File: src/rtl/wfg_drive_spi_if.sv
// rtl/wfg_drive_spi_if.sv - sample stream handshake between a stimulus block and wfg_drive_spi
// Signals:
//   wfg_drive_spi_tvalid_i  producer has a sample
//   wfg_drive_spi_tready_o  consumer accepts a sample this cycle
//   wfg_drive_spi_tdata_i   signed 18-bit sample
interface wfg_drive_spi_if;
    logic        wfg_drive_spi_tvalid_i;
    logic        wfg_drive_spi_tready_o;
    logic [17:0] wfg_drive_spi_tdata_i;

    modport master (
        output wfg_drive_spi_tvalid_i,
        output wfg_drive_spi_tdata_i,
        input  wfg_drive_spi_tready_o
    );

    modport slave (
        input  wfg_drive_spi_tvalid_i,
        input  wfg_drive_spi_tdata_i,
        output wfg_drive_spi_tready_o
    );
endinterface

File: src/rtl/wfg_drive_spi.sv
// rtl/wfg_drive_spi.sv - single-lane SPI transmitter (CPHA=0) fed by an 18-bit sample stream
// Ports:
//   clk, rst                 system clock, synchronous active-high reset
//   s_axis (slave)           sample stream; tready high only in IDLE while enabled
//   ctrl_en_q_i              allow new words to be accepted
//   clkcfg_div_q_i           SCLK half-period minus 1 (D = div+1 clk cycles)
//   ctrl_cpol_q_i            SCLK idle level
//   ctrl_lsbfirst_q_i        bit order, 1 = LSB first
//   ctrl_sspol_q_i           CS active level
//   ctrl_dff_q_i             frame width: 00 = 8, 01 = 16, 1x = 18 (MSB-aligned field of tdata)
//   wfg_drive_spi_sclk_o     SPI clock
//   wfg_drive_spi_cs_o       chip select
//   wfg_drive_spi_sdo_o      serial data out
module wfg_drive_spi (
    input  logic                 clk,
    input  logic                 rst,
    wfg_drive_spi_if.slave       s_axis,
    input  logic                 ctrl_en_q_i,
    input  logic [7:0]           clkcfg_div_q_i,
    input  logic                 ctrl_cpol_q_i,
    input  logic                 ctrl_lsbfirst_q_i,
    input  logic                 ctrl_sspol_q_i,
    input  logic [1:0]           ctrl_dff_q_i,
    output logic                 wfg_drive_spi_sclk_o,
    output logic                 wfg_drive_spi_cs_o,
    output logic                 wfg_drive_spi_sdo_o
);

    typedef enum logic [2:0] {
        ST_IDLE,
        ST_SETUP,
        ST_SHIFT,
        ST_HOLD,
        ST_GAP
    } state_t;

    state_t      r_state;
    logic [7:0]  r_cnt;
    logic [7:0]  r_div;
    logic [5:0]  r_edge;
    logic [5:0]  r_n2;
    logic [17:0] r_shift;
    logic        r_lsb;
    logic        r_sspol;
    logic        r_sclk;
    logic        r_cs;
    logic        r_sdo;

    logic        w_ready;
    logic        w_hs;
    logic        w_tick;
    logic [17:0] w_right;
    logic [17:0] w_left;
    logic [17:0] w_load;
    logic [5:0]  w_n2;
    logic        w_first;
    logic [5:0]  w_edge_nxt;
    logic [17:0] w_shifted;
    logic        w_next_bit;

    assign w_ready = (r_state == ST_IDLE) & ctrl_en_q_i & ~rst;
    assign w_hs    = s_axis.wfg_drive_spi_tvalid_i & w_ready;
    assign w_tick  = (r_cnt == r_div);

    assign s_axis.wfg_drive_spi_tready_o = w_ready;

    // The selected field is kept in two alignments: right-aligned for
    // LSB-first (bit 0 leaves first) and left-aligned for MSB-first
    // (bit 17 leaves first), so shifting never needs a variable index.
    always_comb begin
        w_right = s_axis.wfg_drive_spi_tdata_i;
        w_left  = s_axis.wfg_drive_spi_tdata_i;
        w_n2    = 6'd36;
        case (ctrl_dff_q_i)
            2'b00: begin
                w_right = {10'b0, s_axis.wfg_drive_spi_tdata_i[17:10]};
                w_left  = {s_axis.wfg_drive_spi_tdata_i[17:10], 10'b0};
                w_n2    = 6'd16;
            end
            2'b01: begin
                w_right = {2'b0, s_axis.wfg_drive_spi_tdata_i[17:2]};
                w_left  = {s_axis.wfg_drive_spi_tdata_i[17:2], 2'b0};
                w_n2    = 6'd32;
            end
            default: begin
                w_right = s_axis.wfg_drive_spi_tdata_i;
                w_left  = s_axis.wfg_drive_spi_tdata_i;
                w_n2    = 6'd36;
            end
        endcase
    end

    assign w_load     = ctrl_lsbfirst_q_i ? w_right : w_left;
    assign w_first    = ctrl_lsbfirst_q_i ? w_right[0] : w_left[17];
    assign w_edge_nxt = r_edge + 6'd1;
    assign w_shifted  = r_lsb ? {1'b0, r_shift[17:1]} : {r_shift[16:0], 1'b0};
    assign w_next_bit = r_lsb ? r_shift[1] : r_shift[16];

    always_ff @(posedge clk) begin
        if (rst) begin
            r_state <= ST_IDLE;
            r_cnt   <= 8'd0;
            r_div   <= 8'd0;
            r_edge  <= 6'd0;
            r_n2    <= 6'd0;
            r_shift <= 18'd0;
            r_lsb   <= 1'b0;
            r_sspol <= 1'b0;
            r_sclk  <= 1'b0;
            r_cs    <= 1'b1;
            r_sdo   <= 1'b0;
        end else begin
            // Half-period timer; free-runs 0..div in every busy state.
            if (r_state != ST_IDLE) begin
                r_cnt <= w_tick ? 8'd0 : r_cnt + 8'd1;
            end

            case (r_state)
                ST_IDLE: begin
                    // Idle bus levels track the live configuration.
                    r_sclk <= ctrl_cpol_q_i;
                    r_cs   <= ~ctrl_sspol_q_i;
                    r_cnt  <= 8'd0;
                    if (w_hs) begin
                        r_shift <= w_load;
                        r_n2    <= w_n2;
                        r_lsb   <= ctrl_lsbfirst_q_i;
                        r_sspol <= ctrl_sspol_q_i;
                        r_div   <= clkcfg_div_q_i;
                        r_edge  <= 6'd0;
                        r_sdo   <= w_first;
                        r_cs    <= ctrl_sspol_q_i;
                        r_state <= ST_SETUP;
                    end
                end
                ST_SETUP: begin
                    if (w_tick) begin
                        r_sclk  <= ~r_sclk;
                        r_edge  <= 6'd1;
                        r_state <= ST_SHIFT;
                    end
                end
                ST_SHIFT: begin
                    if (w_tick) begin
                        r_sclk <= ~r_sclk;
                        r_edge <= w_edge_nxt;
                        if (w_edge_nxt == r_n2) begin
                            r_state <= ST_HOLD;
                        end else if (!w_edge_nxt[0]) begin
                            // Trailing edge: present the next bit so it is
                            // stable at the following leading edge.
                            r_sdo   <= w_next_bit;
                            r_shift <= w_shifted;
                        end
                    end
                end
                ST_HOLD: begin
                    if (w_tick) begin
                        r_cs    <= ~r_sspol;
                        r_state <= ST_GAP;
                    end
                end
                ST_GAP: begin
                    if (w_tick) begin
                        r_state <= ST_IDLE;
                    end
                end
                default: r_state <= ST_IDLE;
            endcase
        end
    end

    assign wfg_drive_spi_sclk_o = r_sclk;
    assign wfg_drive_spi_cs_o   = r_cs;
    assign wfg_drive_spi_sdo_o  = r_sdo;

endmodule

File: src/flat_wrapper.sv
// flat-port wrapper written by rule: the top's interface ports become plain ports
module wfg_drive_spi_flat 
  (clk, rst, ctrl_en_q_i, clkcfg_div_q_i, ctrl_cpol_q_i, ctrl_lsbfirst_q_i, ctrl_sspol_q_i, ctrl_dff_q_i, wfg_drive_spi_sclk_o, wfg_drive_spi_cs_o, wfg_drive_spi_sdo_o, s_axis_wfg_drive_spi_tvalid_i, s_axis_wfg_drive_spi_tdata_i, s_axis_wfg_drive_spi_tready_o);
  wfg_drive_spi_if s_axis_i ();
  input  logic clk;
  input  logic rst;
  input  logic ctrl_en_q_i;
  input  logic [7:0] clkcfg_div_q_i;
  input  logic ctrl_cpol_q_i;
  input  logic ctrl_lsbfirst_q_i;
  input  logic ctrl_sspol_q_i;
  input  logic [1:0] ctrl_dff_q_i;
  output logic wfg_drive_spi_sclk_o;
  output logic wfg_drive_spi_cs_o;
  output logic wfg_drive_spi_sdo_o;
  input wire logic [$bits(s_axis_i.wfg_drive_spi_tvalid_i)-1:0] s_axis_wfg_drive_spi_tvalid_i;
  input wire logic [$bits(s_axis_i.wfg_drive_spi_tdata_i)-1:0] s_axis_wfg_drive_spi_tdata_i;
  output wire logic [$bits(s_axis_i.wfg_drive_spi_tready_o)-1:0] s_axis_wfg_drive_spi_tready_o;
  assign s_axis_i.wfg_drive_spi_tvalid_i = s_axis_wfg_drive_spi_tvalid_i;
  assign s_axis_i.wfg_drive_spi_tdata_i = s_axis_wfg_drive_spi_tdata_i;
  assign s_axis_wfg_drive_spi_tready_o = s_axis_i.wfg_drive_spi_tready_o;
  wfg_drive_spi u_core (.clk(clk), .rst(rst), .s_axis(s_axis_i), .ctrl_en_q_i(ctrl_en_q_i), .clkcfg_div_q_i(clkcfg_div_q_i), .ctrl_cpol_q_i(ctrl_cpol_q_i), .ctrl_lsbfirst_q_i(ctrl_lsbfirst_q_i), .ctrl_sspol_q_i(ctrl_sspol_q_i), .ctrl_dff_q_i(ctrl_dff_q_i), .wfg_drive_spi_sclk_o(wfg_drive_spi_sclk_o), .wfg_drive_spi_cs_o(wfg_drive_spi_cs_o), .wfg_drive_spi_sdo_o(wfg_drive_spi_sdo_o));
endmodule
File: config.mk
export PLATFORM = sky130hd
export DESIGN_NAME = wfg_drive_spi_flat
export DESIGN_NICKNAME = d
export VERILOG_FILES = /design/src/rtl/wfg_drive_spi_if.sv /design/src/rtl/wfg_drive_spi.sv /design/src/flat_wrapper.sv
export SDC_FILE = /design/constraint.sdc
export NUM_CORES = 1
export LEC_CHECK = 0
export CAP_MARGIN = 20
export CORE_MARGIN = 1.5
export CORE_UTILIZATION = 51
export CTS_CLUSTER_DIAMETER = 150
export DETAILED_ROUTE_END_ITERATION = 8
export MAX_ROUTING_LAYER = met4
export PLACE_DENSITY_LB_ADDON = 0.08
export SLEW_MARGIN = 30
export SYNTH_ARGS = -nofsm -noshare
export SYNTH_HDL_FRONTEND = slang
export SYNTH_SLANG_ARGS = --single-unit
File: constraint.sdc
create_clock -name clk -period 1.6 [get_ports clk]
set_input_delay 0.24 -clock clk [delete_from_list [all_inputs] [get_ports clk]]
set_output_delay 0.24 -clock clk [all_outputs]
set_load 0.005 [all_outputs]
After elaboration in Yosys (flattened, before gate mapping):

Cells that the tools add are included.

* register bits after elaboration: 54
* input port bits: 35
* latch bits: 0
* memory bits (read-only): 0
* bits in writable memories: 0
* memories: 0

* multipliers: 0
* order comparisons: 0
* mux-type cells: 34
* equal/unequal tests: 16
* reductions and logical operators: 15
* div/mod/pow operators: 0
* add/sub/neg operators: 2
* shift operators: 0
* bitwise logic cells: 7

Operators with widths (number)
* 2-to-1 mux 18 bit: 6
* case mux 18 bit (2 select lines): 2
* case mux 10 bit (2 select lines): 1
* 2-to-1 mux 3 bit: 6
* 2-to-1 mux 6 bit: 3
* case mux 6 bit (3 select lines): 1
* case mux 3 bit (5 select lines): 1
* inequality test 2 x 1 -> 1 bit, second input constant: 7
* case mux 6 bit (2 select lines): 1
* 2-to-1 mux 1 bit: 9
* adder 8 x 1 -> 8 bit, second input constant: 1
* equality test 8 bit: 1
* 2-to-1 mux 8 bit: 1
* adder 6 x 1 -> 6 bit, second input constant: 1
* equality test 3 x 2 -> 1 bit, second input constant: 2
* equality test 6 bit: 1
* case mux 1 bit (2 select lines): 3
* AND reduction 2 bit: 3
* AND reduction 6 bit: 1
* nonzero test 2 bit: 3
* nonzero test 3 bit: 2
* AND reduction 5 bit: 1
* inequality test 2 bit, second input constant: 2
* NOT 1 bit: 4
* 8 further kinds: 11

Longest topological paths before layout:

* depth in word-level cells: 6
* mapped depth: 8

Least setup slack after synthesis:

OpenSTA, ideal clock, no wires.

* path type: register -> register
* start: register u_core.r_cnt[0]
* end: register u_core.r_sdo (netlist: u_core.wfg_drive_spi_sdo_o)
* buffers on the path: 1
* arrival time: 1.654 ns
* cell stages (with the launch flop): 7
* period minus slack after synthesis: 1.777 ns
* library setup time: 0.123 ns
* path slack: -0.177 ns
* data required time: 1.477 ns
* cells stage by stage: dfxtp_1 > xnor2_1 > and4_1 > clkbuf_1 > nand4_2 > o21ai_2 > mux2_1

* longest elaborated chain between the ends: 3

Ends and longest elaborated chain
* start, declared: RTL line wfg_drive_spi.sv:38 `logic [7:0] r_cnt;`
* start signal, assigned: RTL line wfg_drive_spi.sv:115 `r_cnt <= w_tick ? 8'd0 : r_cnt + 8'd1;`
* equality test 8 bit: RTL line wfg_drive_spi.sv:63 `assign w_tick = (r_cnt == r_div);`
* inequality test 2 x 1 -> 1 bit (no line)
* AND reduction 5 bit (no line)
* end signal, assigned: RTL line wfg_drive_spi.sv:131 `r_sdo <= w_first;`
* end signal, assigned: RTL line wfg_drive_spi.sv:152 `r_sdo <= w_next_bit;`
* end, declared: RTL line wfg_drive_spi.sv:47 `logic r_sdo;`

Every way passes these cells.
A chain may end at the register's enable or synchronous reset.

Final worst setup path:

* start: register u_core.r_cnt[6]
* end: register u_core.r_edge[5]

* longest elaborated chain between the ends: 3
* elaborated cells between the ends (all ways): 4
* those cells by class: eq/ne: 3; reduce/logical: 1

Ends and longest elaborated chain
* equality test 8 bit *: RTL line wfg_drive_spi.sv:63
* inequality test 2 x 1 -> 1 bit (no line)
* AND reduction 4 bit (no line) *
* end signal, assigned: RTL line wfg_drive_spi.sv:146 `r_edge <= w_edge_nxt;`
* end, declared: RTL line wfg_drive_spi.sv:40 `logic [5:0] r_edge;`

Mark *: on every way between the ends. The rest lies on a longest branch, timed or not.

==> impl.org <==
** Layout
- Signed area change from the synthesized netlist to the final layout :: 51.5%
- Final-stage net count :: approximately 540
- Filler instances :: 349
- Number of cells in the finished layout apart from fillers :: 581
- Antenna cells :: 0
- After routing the design area is 4860 sq um.
- Ratio of cells with drive above 1 in the final layout :: 0.370

** CTS
- Counting every sink on the clock net gives ~50.
- Clock-pin slew was measured on the worst setup and hold paths at ~0.1 ns.
- Buffer cell driving the clock tree root :: clkbuf_8
- In this run, post-CTS hold repair placed 0 buffers.
- Total number of H-tree levels :: 2
- Clk_lat worst skew :: 0.31 ns
- Worst-case clock buffer depth :: 2
- TritonCTS built the clock tree.
- Clock buffers created by TritonCTS :: 5

** Setup path
- The worst setup path is of the reg -> reg kind.
- Critical path's largest stage delay :: 0.36 ns
- In this design, the largest share of critical-path delay is due to buffers and inverters.
- The worst register-to-register path has a depth of 8.
- The number of buffers and inverters on the critical path is 3.
- Dominant cell type by count on the critical path :: buf_4
- Walking the worst path, the cells encountered are xnor2_2, nand4_1, buf_4, buf_4, nor2_4, buf_6, a41oi_2, a311oi_1.
- The worst setup path is launched from a flip-flop.
- In this run the worst setup path terminates at u_core.r_edge[5].
- Worst setup EP type :: flip-flop
- Stages on the worst setup path :: 8
- In this run the worst path has a maximum fanout of 3.
- The startpoint identified for the worst register-to-register timing path is u_core.r_cnt[6].
- The most critical setup path has its startpoint at u_core.r_cnt[6].
- Among all stages on the critical path, the largest delay is contributed by dfxtp_2.
- In this run the register-to-register setup slack is -0.21 ns.
- The endpoint identified for the worst register-to-register timing path is u_core.r_edge[5].
- Data arrives at the worst endpoint at around 2 ns.
- STA puts the critical path data required time at 1.79 ns.

** Timing
- At the pin with the least slew margin, the transition time is approximately 0.46 ns.
- Final Hold Fails :: 0
- The routed design could run at a clock period as short as 1.81 ns.
- Timing would allow up to about 550 MHz.
- Clock skew on the completed layout was measured at 0.00587 ns.
- The number of max-slew violations in the final report is 0.
- Post-route setup slack :: -0.207 ns
- Share of the clock period used by the worst path after layout :: 1.13
- Setup repair after global routing missed its margin :: yes
- In this run the tightest slew margin relative to its limit is 0.690.
- Final sum of negative setup slack :: -1.77 ns
- Setup violations remaining at the end of the flow were counted as 29.

** Worst hold path
- Worst hold path stage count :: 3
- The tightest min-delay check is of the in -> reg type.

** Logic synthesis
- After synthesis the cells add up to about 3200 sq um.
- Area share of the largest cell type after synthesis :: 0.318
- Most frequently used flop master after synthesis :: dfxtp_1
- Dominant cells by area after synthesis :: dfxtp_1, nand2_1, mux2i_1
- Post-synthesis net count :: 439
- Warnings from Yosys :: 0
- Of all flip-flops after synthesis, the portion carrying an async set or reset was 0.
- Synthesis inferred between 50 and 60 register bits.
- Yosys mapped the design onto 58 distinct sky130hd cell types.
- Mapped Avg Cell Area :: 7.98 sq um
- Number of synthesized flops with an enable pin :: 0
- Synth area leader :: dfxtp_1
- Sequential cell area fraction in the yosys report :: 0.318
- Synthesis handed over a netlist of 402 instances.

** Route
- After detailed routing, the average wire length per cell comes to 19.8 um.
- Via count :: 3718
- The first TritonRoute pass finished after 8 iterations.
- The routed design has approximately 11000 um of wire.
- The detail route stage leaves a number of antenna-violating nets equal to 0.
- DRC violation count after routing :: 0
- The detailed router finished its first iteration with around 270 violations.
- In the routed layout, each cell is associated on average with a via count of 6.40.

** Placed design
- PortBufs :: 38
- Number of placed instances, taps included :: around 550
- The congestion estimate from routability-driven global placement came to 0.918.
- In this run the cell area measured after placement is ~4200 sq um.
- Detailed placer's ending HPWL :: 6850 um
- Post-place setup slack :: -0.301 ns

** Power and ir drop
- Of the total power, the share spent switching nets is 0.324.
- Power share of the clock group :: 0.252
- Total power after layout :: 0.00369 W
- The share of total power dissipated in combinational logic is 0.364.
- Switching power summed over all nets :: roughly 0.0012 W
- Power density cells :: 759 nW/um^2
- The internal power of the cells totals between 0.002 and 0.0025 W.
- Leak Pwr :: 1.84 nW
- VDD sags by at most 0.000604 V.
- Of the total power, registers draw 0.384.

** Die
- The die covers 6770 sq um.
- Die Width :: 82.3 um
- The die is 82.3 um tall.
- Number of standard-cell rows in the floorplan :: 28
- During I/O placement, the number of pins put on the boundary was 39.
- The core region is between 5000 and 6000 sq um.
- For this configuration, the core starts out at a cell density of 0.535.

** Global routing
- The initial antenna violation count came to 0.
- For this run, the total global-route usage over all layers was measured as 0.335.
- Number of global-route vias before repair :: approximately 3400
- The first global-routing pass estimated 16600 um of wire.
- Maximum number of pins on one net before global-route repair :: 31
- Grt ovf :: 0

** Run status
- The run finished, with violations left.
- Violations in the final reports :: setup timing

** Job
- Across the run, the number of max-cap violations was 0.
==> metal layers <==
layer  vias to the layer above  share of wire  global-route usage
li1                       1685              -                   -
met1                      1739           0.38               0.365
met2                       234           0.50               0.585
met3                        60          0.074              0.0659
met4                         0          0.039               0.153
met5                         -              0                   -
==> worst min-delay path by stage <==
stage	from	end	slack [ns]
2_1_floorplan	clkcfg_div_q_i[0]	u_core.r_div[0]	0.34
3_3_place_gp	u_core.r_shift[17]	u_core.r_shift[17]	0.44
3_5_place_dp	u_core.r_shift[17]	u_core.r_shift[17]	0.44
4_1_cts	clkcfg_div_q_i[5]	u_core.r_div[5]	0.46
5_1_grt	clkcfg_div_q_i[6]	u_core.r_div[6]	0.47
6_report	clkcfg_div_q_i[5]	u_core.r_div[5]	0.46
==> flip-flops by register name, indices dropped and copies added, names as in the netlist <==
signal	count
u_core.r_shift	18
u_core.r_cnt	8
u_core.r_div	8
u_core.r_edge	6
u_core.r_n2	3
u_core.r_state	3
u_core.r_lsb	1
u_core.r_sspol	1
u_core.wfg_drive_spi_cs_o	1
u_core.wfg_drive_spi_sclk_o	1
u_core.wfg_drive_spi_sdo_o	1
==> layout by cell type, fill, tap and decap left out, types with 14 or more instances in the layout <==
cell type        netlist  layout
nand4_1               22      22
a21oi_1               20      15
clkdlybuf4s50_1        0      37
dfxtp_2                0      16
buf_4                  3      69
nand3_1               30      23
o211ai_1              15      15
mux2i_1               19      19
dfxtp_1               51      32
nand2_1               51      50
nor2_1                16      15
buf_6                  1      14
==> power groups by stage <==
stage	logic (W)	registers [W]	clock network, W
global placement	0.000967	0.00143	0
floorplan	0.000546	0.00142	0
CTS	0.00120	0.00140	0.000930
detailed placement	0.000981	0.00143	0
finish	0.00134	0.00142	0.000928
global route	0.00141	0.00142	0.000984
==> repair_timing <==
action	in CTS	in global routing
gates resized for setup	62	36
endpoints found under the setup margin	39	50
setup buffers	14	3
cloned	3	0
pin swaps	42	24
==> cells in the mapped netlist, types with 3 or more instances <==
library cell,count
buf_2,8
and4_1,3
o211ai_1,15
a41oi_1,3
nand3_1,30
mux2_2,3
inv_1,8
a21oi_1,20
nor2b_1,13
dfxtp_1,51
nand4_1,22
a211oi_1,10
and2_1,4
mux2i_1,19
clkbuf_1,20
a221oi_1,4
o21ai_0,14
xor2_1,7
nand2_1,51
and3_1,3
nor2_1,16
a31oi_1,9
o21ai_1,10
xnor2_1,11
buf_4,3
==> tightest hold or removal path: cells and delay by family <==
family / cells / cell delay (ns)
simple gates: 2 / 0.10
buf+inv: 1 / 0.40
==> metrics by stage <==
| step | hold WS (ns) | util |
|---|---|---|
| after floorplan | 0.339 | - |
| after global placement | 0.438 | 0.693 |
| after detailed placement | 0.445 | 0.693 |
| after CTS | 0.456 | 0.784 |
| after global routing | 0.473 | 0.811 |
| final | 0.461 | 0.811 |
==> final cells by class <==
cell class | count | area [sq um] | area share
clock buffer | 6 | 72.6 | 0.0149
clock inverter | 2 | 38.8 | 0.00798
inverter | 8 | 30.0 | 0.00618
multi-input combinational | 311 | 2360 | 0.487
sequential | 51 | 1050 | 0.217
tap | 75 | 93.8 | 0.0193
timing repair buffer | 128 | 1210 | 0.248
==> cells by family (layout without fill, tap and decap cells) <==
kind of cell | Yosys count | count (layout) | synth area share
AND/OR/NAND/NOR | 162 | 162 | 0.268
buffers and inverters | 40 | 144 | 0.0558
adder cells (fa/ha/maj) | 2 | 2 | 0.00780
flip-flops | 51 | 51 | 0.318
XOR/XNOR | 18 | 18 | 0.0492
multiplexers | 23 | 23 | 0.0733
AO/OA/AOI/OAI | 106 | 106 | 0.227
(Power assumes the default switching activity.)
